$ cat config.mk
export PLATFORM = sky130hd
export DESIGN_NAME = seq_div
export DESIGN_NICKNAME = d
export VERILOG_FILES = /design/src/rtl/seq_div.sv
export SDC_FILE = /design/constraint.sdc
export NUM_CORES = 1
export LEC_CHECK = 0
export CORE_ASPECT_RATIO = 1.1
export CORE_MARGIN = 2
export CORE_UTILIZATION = 46
export DETAILED_ROUTE_END_ITERATION = 6
export GPL_ROUTABILITY_DRIVEN = 0
export PLACE_DENSITY = 0.85
export SETUP_SLACK_MARGIN = 0.3
export SLEW_MARGIN = 15
export SYNTH_ARGS = -nofsm -noshare
export SYNTH_HDL_FRONTEND = slang
export SYNTH_SLANG_ARGS = --single-unit
export TNS_END_PERCENT = 10
$ cat constraint.sdc
create_clock -name clock -period 1.75 [get_ports clock]
set_clock_uncertainty 0.2 [all_clocks]
set_input_delay 0.2625 -clock clock [delete_from_list [all_inputs] [get_ports clock]]
set_output_delay 0.2625 -clock clock [all_outputs]
set_load 0.01 [all_outputs]
$ cat src/rtl/seq_div.sv
// Sequential restoring divider: 2*WIDTH-bit dividend / WIDTH-bit divisor -> 2*WIDTH-bit quotient, WIDTH-bit remainder.
// Latency: 2*WIDTH iterations after the accepted start (one per clock, or one per step pulse with SEQ_DIV_STEP_EN); divide-by-zero finishes one edge after start.
// Backpressure: none; start is accepted only in IDLE or DONE and ignored while busy.
//
// Optional feature macro: SEQ_DIV_STEP_EN -- when defined, an iteration happens only on edges with step=1;
// when undefined, step is ignored and one iteration happens every clock while busy.
//
// Ports:
//   clock        system clock, all state on the rising edge
//   reset_n      asynchronous active-low reset
//   start        request a division (sampled in IDLE/DONE only)
//   step         iteration enable (only meaningful with SEQ_DIV_STEP_EN)
//   dividend     unsigned dividend, captured on accepted start
//   divisor      unsigned divisor, captured on accepted start
//   quotient     registered result, updated only on entry to DONE
//   remainder    registered result, updated only on entry to DONE
//   busy         high while iterating
//   done         high when results are valid
//   div_by_zero  high in DONE when the captured divisor was zero
module seq_div #(
    parameter int WIDTH = 4
) (
    input  logic               clock,
    input  logic               reset_n,
    input  logic               start,
    input  logic               step,
    input  logic [2*WIDTH-1:0] dividend,
    input  logic [WIDTH-1:0]   divisor,
    output logic [2*WIDTH-1:0] quotient,
    output logic [WIDTH-1:0]   remainder,
    output logic               busy,
    output logic               done,
    output logic               div_by_zero
);

    localparam int QW = 2 * WIDTH;
    localparam int CW = $clog2(QW + 1);

    typedef enum logic [1:0] {
        IDLE = 2'd0,
        RUN  = 2'd1,
        DONE = 2'd2
    } state_t;

    state_t           state, state_nxt;
    logic [QW-1:0]    q_reg, q_nxt;
    logic [WIDTH:0]   r_reg, r_nxt;
    logic [WIDTH-1:0] dvsr_reg, dvsr_nxt;
    logic [CW-1:0]    cnt_reg, cnt_nxt;
    logic [QW-1:0]    quotient_nxt;
    logic [WIDTH-1:0] remainder_nxt;
    logic             dbz_nxt;

    logic             iter_en;
    logic [WIDTH:0]   r_sh;
    logic [WIDTH:0]   r_trial;
    logic [QW-1:0]    q_sh;
    logic [WIDTH:0]   r_iter;
    logic [QW-1:0]    q_iter;

`ifdef SEQ_DIV_STEP_EN
    assign iter_en = step;
`else
    // step is kept on the port for a uniform top level but has no effect here.
    logic step_unused;
    assign step_unused = step;
    assign iter_en     = 1'b1;
`endif

    // One restoring iteration: shift the next dividend bit into the partial
    // remainder, then subtract the divisor back out if it fits.
    always_comb begin
        r_sh    = {r_reg[WIDTH-1:0], q_reg[QW-1]};
        q_sh    = {q_reg[QW-2:0], 1'b0};
        r_trial = r_sh - {1'b0, dvsr_reg};
        if (r_sh >= {1'b0, dvsr_reg}) begin
            r_iter = r_trial;
            q_iter = q_sh | {{(QW-1){1'b0}}, 1'b1};
        end else begin
            r_iter = r_sh;
            q_iter = q_sh;
        end
    end

    always_comb begin
        state_nxt     = state;
        q_nxt         = q_reg;
        r_nxt         = r_reg;
        dvsr_nxt      = dvsr_reg;
        cnt_nxt       = cnt_reg;
        quotient_nxt  = quotient;
        remainder_nxt = remainder;
        dbz_nxt       = div_by_zero;

        case (state)
            IDLE, DONE: begin
                if (start) begin
                    state_nxt = RUN;
                    dvsr_nxt  = divisor;
                    q_nxt     = dividend;
                    r_nxt     = '0;
                    cnt_nxt   = CW'(QW);
                    dbz_nxt   = 1'b0;
                end
            end
            RUN: begin
                if (dvsr_reg == '0) begin
                    // Zero divisor: skip iterations entirely, step is irrelevant.
                    state_nxt     = DONE;
                    quotient_nxt  = '1;
                    remainder_nxt = '0;
                    dbz_nxt       = 1'b1;
                end else if (iter_en) begin
                    q_nxt   = q_iter;
                    r_nxt   = r_iter;
                    cnt_nxt = cnt_reg - 1'b1;
                    if (cnt_reg == CW'(1)) begin
                        state_nxt     = DONE;
                        quotient_nxt  = q_iter;
                        remainder_nxt = r_iter[WIDTH-1:0];
                    end
                end
            end
            default: begin
                state_nxt = IDLE;
            end
        endcase
    end

    always_ff @(posedge clock or negedge reset_n) begin
        if (!reset_n) begin
            state       <= IDLE;
            q_reg       <= '0;
            r_reg       <= '0;
            dvsr_reg    <= '0;
            cnt_reg     <= '0;
            quotient    <= '0;
            remainder   <= '0;
            div_by_zero <= 1'b0;
        end else begin
            state       <= state_nxt;
            q_reg       <= q_nxt;
            r_reg       <= r_nxt;
            dvsr_reg    <= dvsr_nxt;
            cnt_reg     <= cnt_nxt;
            quotient    <= quotient_nxt;
            remainder   <= remainder_nxt;
            div_by_zero <= dbz_nxt;
        end
    end

    // Straight decodes of the state register, so both are glitch-free and
    // mutually exclusive.
    assign busy = (state == RUN);
    assign done = (state == DONE);

endmodule

== Word-level counts from Yosys, hierarchy flattened ==
Cells that the tools add are included.

* Logic and storage cells: 50
* Output and inout bits: 15
* Bits of input ports: 16
* Register bits after elaboration: 35

* $add $sub $neg: 2
* Reductions and logical operators: 10
* Mux-type cells: 22
* Equality and inequality tests: 7
* $lt $le $gt $ge: 1

{| class="wikitable"
|+ Operators by type and width
! cell !! count
|-
| $mux 8 || 4
|-
| $mux 4 || 7
|-
| $pmux 4 s2 || 2
|-
| $pmux 8 s2 || 1
|-
| $mux 2 || 3
|-
| $reduce_and 2->1 || 3
|-
| $reduce_and 3->1 || 2
|-
| $ge 5x4->1 || 1
|-
| $eq 4x1->1 const B || 1
|-
| $logic_not 4->1 || 1
|-
| $ne 2x2->1 const B || 2
|-
| $pmux 2 s2 || 1
|-
| $reduce_bool 2->1 || 2
|-
| $sub 4x1->4 const B || 1
|-
| $sub 4x4->4 || 1
|-
| $mux 1 || 3
|-
| $ne 3x1->1 const B || 1
|-
| $eq 2x1->1 const B || 1
|-
| $eq 2x2->1 const B || 1
|-
| $logic_not 2->1 || 1
|-
| $ne 2x1->1 const B || 1
|-
| $pmux 1 s2 || 1
|-
| $reduce_or 2->1 || 1
|}

== Logic depth before layout (Yosys ltp) ==
* Depth after elaboration: 4
* Gate-level depth with buffers: 7

== Worst setup path before layout ==
No wires, ideal clock.

* Path kind: register to register
* Start: register r_reg[1]
* End: register remainder[0]
* Stages on the path, launching flop included: 6
* Clock period less this slack: 1906 ps
* Arrival time: 1559 ps
* Setup time: 147 ps
* Setup slack: -156 ps
* Cells stage by stage: dfrtp_1 ha_1 a21oi_1 o21a_1 o21a_1 o311ai_0

* Longest elaborated chain between the ends: 4

{| class="wikitable"
|+ Ends and longest elaborated chain
! element !! line !! RTL
|-
| start, declared || 47 || <nowiki>logic [WIDTH:0] r_reg, r_nxt;</nowiki>
|-
| start signal, assigned || 143 || <nowiki>r_reg <= r_nxt;</nowiki>
|-
| $ge 5x4->1 || 76 || <nowiki>if (r_sh >= {1'b0, dvsr_reg}) begin</nowiki>
|-
| $mux 4 || 76 ||
|-
| $mux 4 || 117 || <nowiki>if (cnt_reg == CW'(1)) begin</nowiki>
|-
| $mux 4 || 107 || <nowiki>if (dvsr_reg == '0) begin</nowiki>
|-
| end signal, assigned || 147 || <nowiki>remainder <= remainder_nxt;</nowiki>
|-
| end, declared || 30 || <nowiki>output logic [WIDTH-1:0] remainder,</nowiki>
|}

Every way passes these cells. The select of a mux whose other input is x is not followed.
A chain may end at the register's enable or synchronous reset.

== Worst setup path in the final report ==
* Start: register r_reg[0]
* End: register r_reg[2]

* Longest elaborated chain between the ends: 4

{| class="wikitable"
|+ Ends and longest elaborated chain
! element !! line !! RTL
|-
| $sub 4x4->4 / $ge 5x4->1 (equally long branches) || 75, 76 ||
|-
| $mux 4 * || 76 ||
|-
| $mux 4 * || 107 ||
|-
| $pmux 4 s2 * || 95 || <nowiki>case (state)</nowiki>
|}

Every way passes the cells marked *; elsewhere a longest branch is shown, timed or not. The select of a mux whose other input is x is not followed.

==> impl_metrics.csv <==
group,metric,value,unit
power,power_leakage,1.105,nW
worst_setup_path,crit_arrival,1.90,ns
timing,max_slew_margin,0.7448,
grt,grt_pass1_vias,1630,
run,max-cap-violations,0,
yosys,yosysTopAreaCell,"dfrtp_1",
timing,max_freq,529.9,MHz
timing,rsz0062_at_grt,"yes",
route,drt-initial-drc-count,102,
timing,worst_slack,-0.1370,ns
yosys,synth-seq-cells,35,
floorplanning,die_w,62.23,um
route,drt-wirelength-per-cell,16.61,um
worst_setup_path,required,1.76,ns
cells_and_area,design_area,2615,um^2
clock_network,cts_hold_buf,0,
yosys,synth-edff-count,0,
cells_and_area,finalNetCount,255,
clock_network,cts_made_buffers,5,
power,p_comb_frac,0.639,
yosys,netlist_instances,166,
place,dp_slack,-0.09672,ns
timing,hold_viol,0,
clock_network,cts.clk_slew.worst_paths,0.07,ns
grt,antenna_found_initial,0,
power,power_density,2172,nW/um^2
timing,setup_viol,25,
timing,slew_violations,0,
yosys,netlist_area,1715,um^2
route,drc,0,
worst_setup_path,rr_startpoint,"r_reg[0]",
power,cellInternalPower,3.189,mW
route,viasPerCell,5.587,
clock_network,clockRootBuffer,"clkbuf_8",
yosys,synthFlopType,"dfrtp_1",
power,switching_power,2.489,mW
yosys,syn_area_per_cell,10.33,um^2
route,routed_wl,4701,um
yosys,synth_async_sr_flop_share,1.000,
floorplanning,rows,23,
clock_network,cts_tree,"done",
power,peakVddDrop,0.001051,V
yosys,yosysTopAreaCellShare,0.5106,
clock_network,clkSinkCount,35,
worst_setup_path,cp-start-kind,"register",
worst_setup_path,cp-end-kind,"register",
floorplanning,core,3597,um^2
status,outcome,"finished, violations left",
route,via_count,1581,
clock_network,clk_latency,0.30,ns
timing,worstMarginPinSlew,0.3799,ns
grt,track_usage,0.2327,
cells_and_area,fin_cells,283,
grt,grt_start_max_net_pins,36,
place,io_buffers,29,
clock_network,cts.path.max_buffers,2,
grt,overflow,0,
power,power_frac_seq,0.259,
power,power_frac_clock,0.102,
yosys,ys_top_cells_by_area,"dfrtp_1 (51%), nand2_1 (6.1%), ha_1 (4.4%), o22a_1 (3.6%), o2111ai_1 (3.1%)",
cells_and_area,drive_gt1_frac,0.3691,
grt,grt_pass1_wl,7431,um
power,netSwitchingFraction,0.4384,
floorplanning,die_h,68.05,um
clock_network,cts_htree_levels,2,
worst_setup_path,cp_max_fo,4,
timing,final.period_utilization,1.078,
worst_setup_path,r2r_end,"r_reg[2]",
cells_and_area,diodes,0,
place,placed_cells,270,
worst_setup_path,reg2regPathDepth,5,
route,ant_nets,0,
place,place_area,2320,um^2
timing,period_needed,1.887,ns
yosys,syn_nets,189,
yosys,synth_cell_types,40,
yosys,synth_most_common_cell,"dfrtp_1",
worst_setup_path,crit_type,"reg -> reg",
floorplanning,dieArea,4234,um^2
yosys,seq_area_frac_synth,0.5106,
yosys,ys_warn_count,0,
status,violations,"negative setup slack",
worst_hold_path,hold_class,"in -> async",
cells_and_area,final_util,0.7270,
floorplanning,num_io_pins,31,
floorplanning,initial_utilization,0.4769,
yosys,synth_top_cells_by_count,"dfrtp_1 (35), nand2_1 (28), inv_1 (10), o21ai_0 (10)",
worst_setup_path,rrSetupSlack,-0.14,ns
place,place_hpwl,2955,um
route,first_pass_iters,4,
power,total_power,5.679,mW
cells_and_area,area_delta_synth_final,52.44,%
==> through the flow <==
step	setup TNS, ns	hold WS, ns
2_1_floorplan	0	-0.2331
3_3_place_gp	-1.346	0.2626
3_5_place_dp	-1.853	0.2777
4_1_cts	-1.593	0.1441
5_1_grt	-3.695	0.1617
6_report	-1.548	0.1346
==> worst max-delay path, stage by stage, from the launching register on <==
cell,delay [ns]
dfrtp_1,0.43
buf_4,0.19
fa_1,0.43
xor2_1,0.27
nand2_1,0.11
o211ai_1,0.18
==> cell families (layout without fill, tap and decap cells) <==
logic type / after synthesis / in the layout / synth area share
simple gates: 56 / 56 / 0.1590
compound gates: 48 / 48 / 0.2166
flops: 35 / 35 / 0.5106
buf+inv: 17 / 84 / 0.04303
fa+ha+maj: 7 / 7 / 0.05543
xor+xnor: 3 / 3 / 0.01532
==> layout by cell type, fill, tap and decap left out, drive strengths merged <==
master	count
o22a	7
a311oi	1
clkdlybuf4s50	14
buf	38
o311ai	4
nor3	3
o21ai	11
o2111ai	6
nand2	29
ha	6
dfrtp	35
nor2b	2
or3b	1
clkinvlp	1
o2bb2ai	1
a22oi	7
nand3b	1
nand3	7
nand2b	3
nor4	1
a21oi	6
nor3b	1
or2	1
o22ai	1
o21a	2
and3	1
clkinv	2
inv	10
fa	1
clkdlybuf4s15	3
nor2	5
dlygate4sd2	10
clkbuf	6
o211ai	2
xor2	3
or4	1
==> what timing repair did <==
action | CTS | global route
buffers inserted | 5 | 0
endpoints found under the setup margin | 46 | 39
resized for setup | 50 | 20
pin swaps | 17 | 7
==> worst max path at each step <==
stage / startpoint / to / slack [ns] / cells after the start
5_1_grt: q_reg[7] / r_reg[2] / -0.22 / 7
3_3_place_gp: dvsr_reg[2] / q_reg[7] / -0.09 / 4
3_5_place_dp: dvsr_reg[2] / q_reg[1] / -0.1 / 5
4_1_cts: dvsr_reg[2] / r_reg[1] / -0.10 / 6
6_report: r_reg[0] / r_reg[2] / -0.14 / 5
2_1_floorplan: r_reg[0] / remainder[0] / 0.03 / 5
==> cell type report <==
class / instances / area [um^2]
Clock buffer: 6 / 72.57
Clock inverter: 2 / 12.51
Fill cell: 268 / 982.2
Inverter: 11 / 46.29
Multi-Input combinational cell: 114 / 955.9
Sequential cell: 35 / 875.8
Tap cell: 50 / 62.56
Timing Repair Buffer: 65 / 589.3
==> layer usage <==
layer,vias up,track usage,wire length [um]
li1,733,-,-
met1,773,0.2553,1875
met3,16,0.05428,279
met4,0,0.1278,143
met2,59,0.4280,2402
met5,-,0,0
==> power groups by stage <==
stage / logic [mW] / registers [mW] / clock network (mW)
floorplan: 1.62 / 1.45 / 0
global placement: 2.78 / 1.41 / 0
detailed placement: 2.88 / 1.44 / 0
CTS: 3.28 / 1.45 / 0.586
global route: 3.93 / 1.51 / 0.612
finish: 3.63 / 1.47 / 0.579
Note: power is estimated with default switching activity, not from simulation.
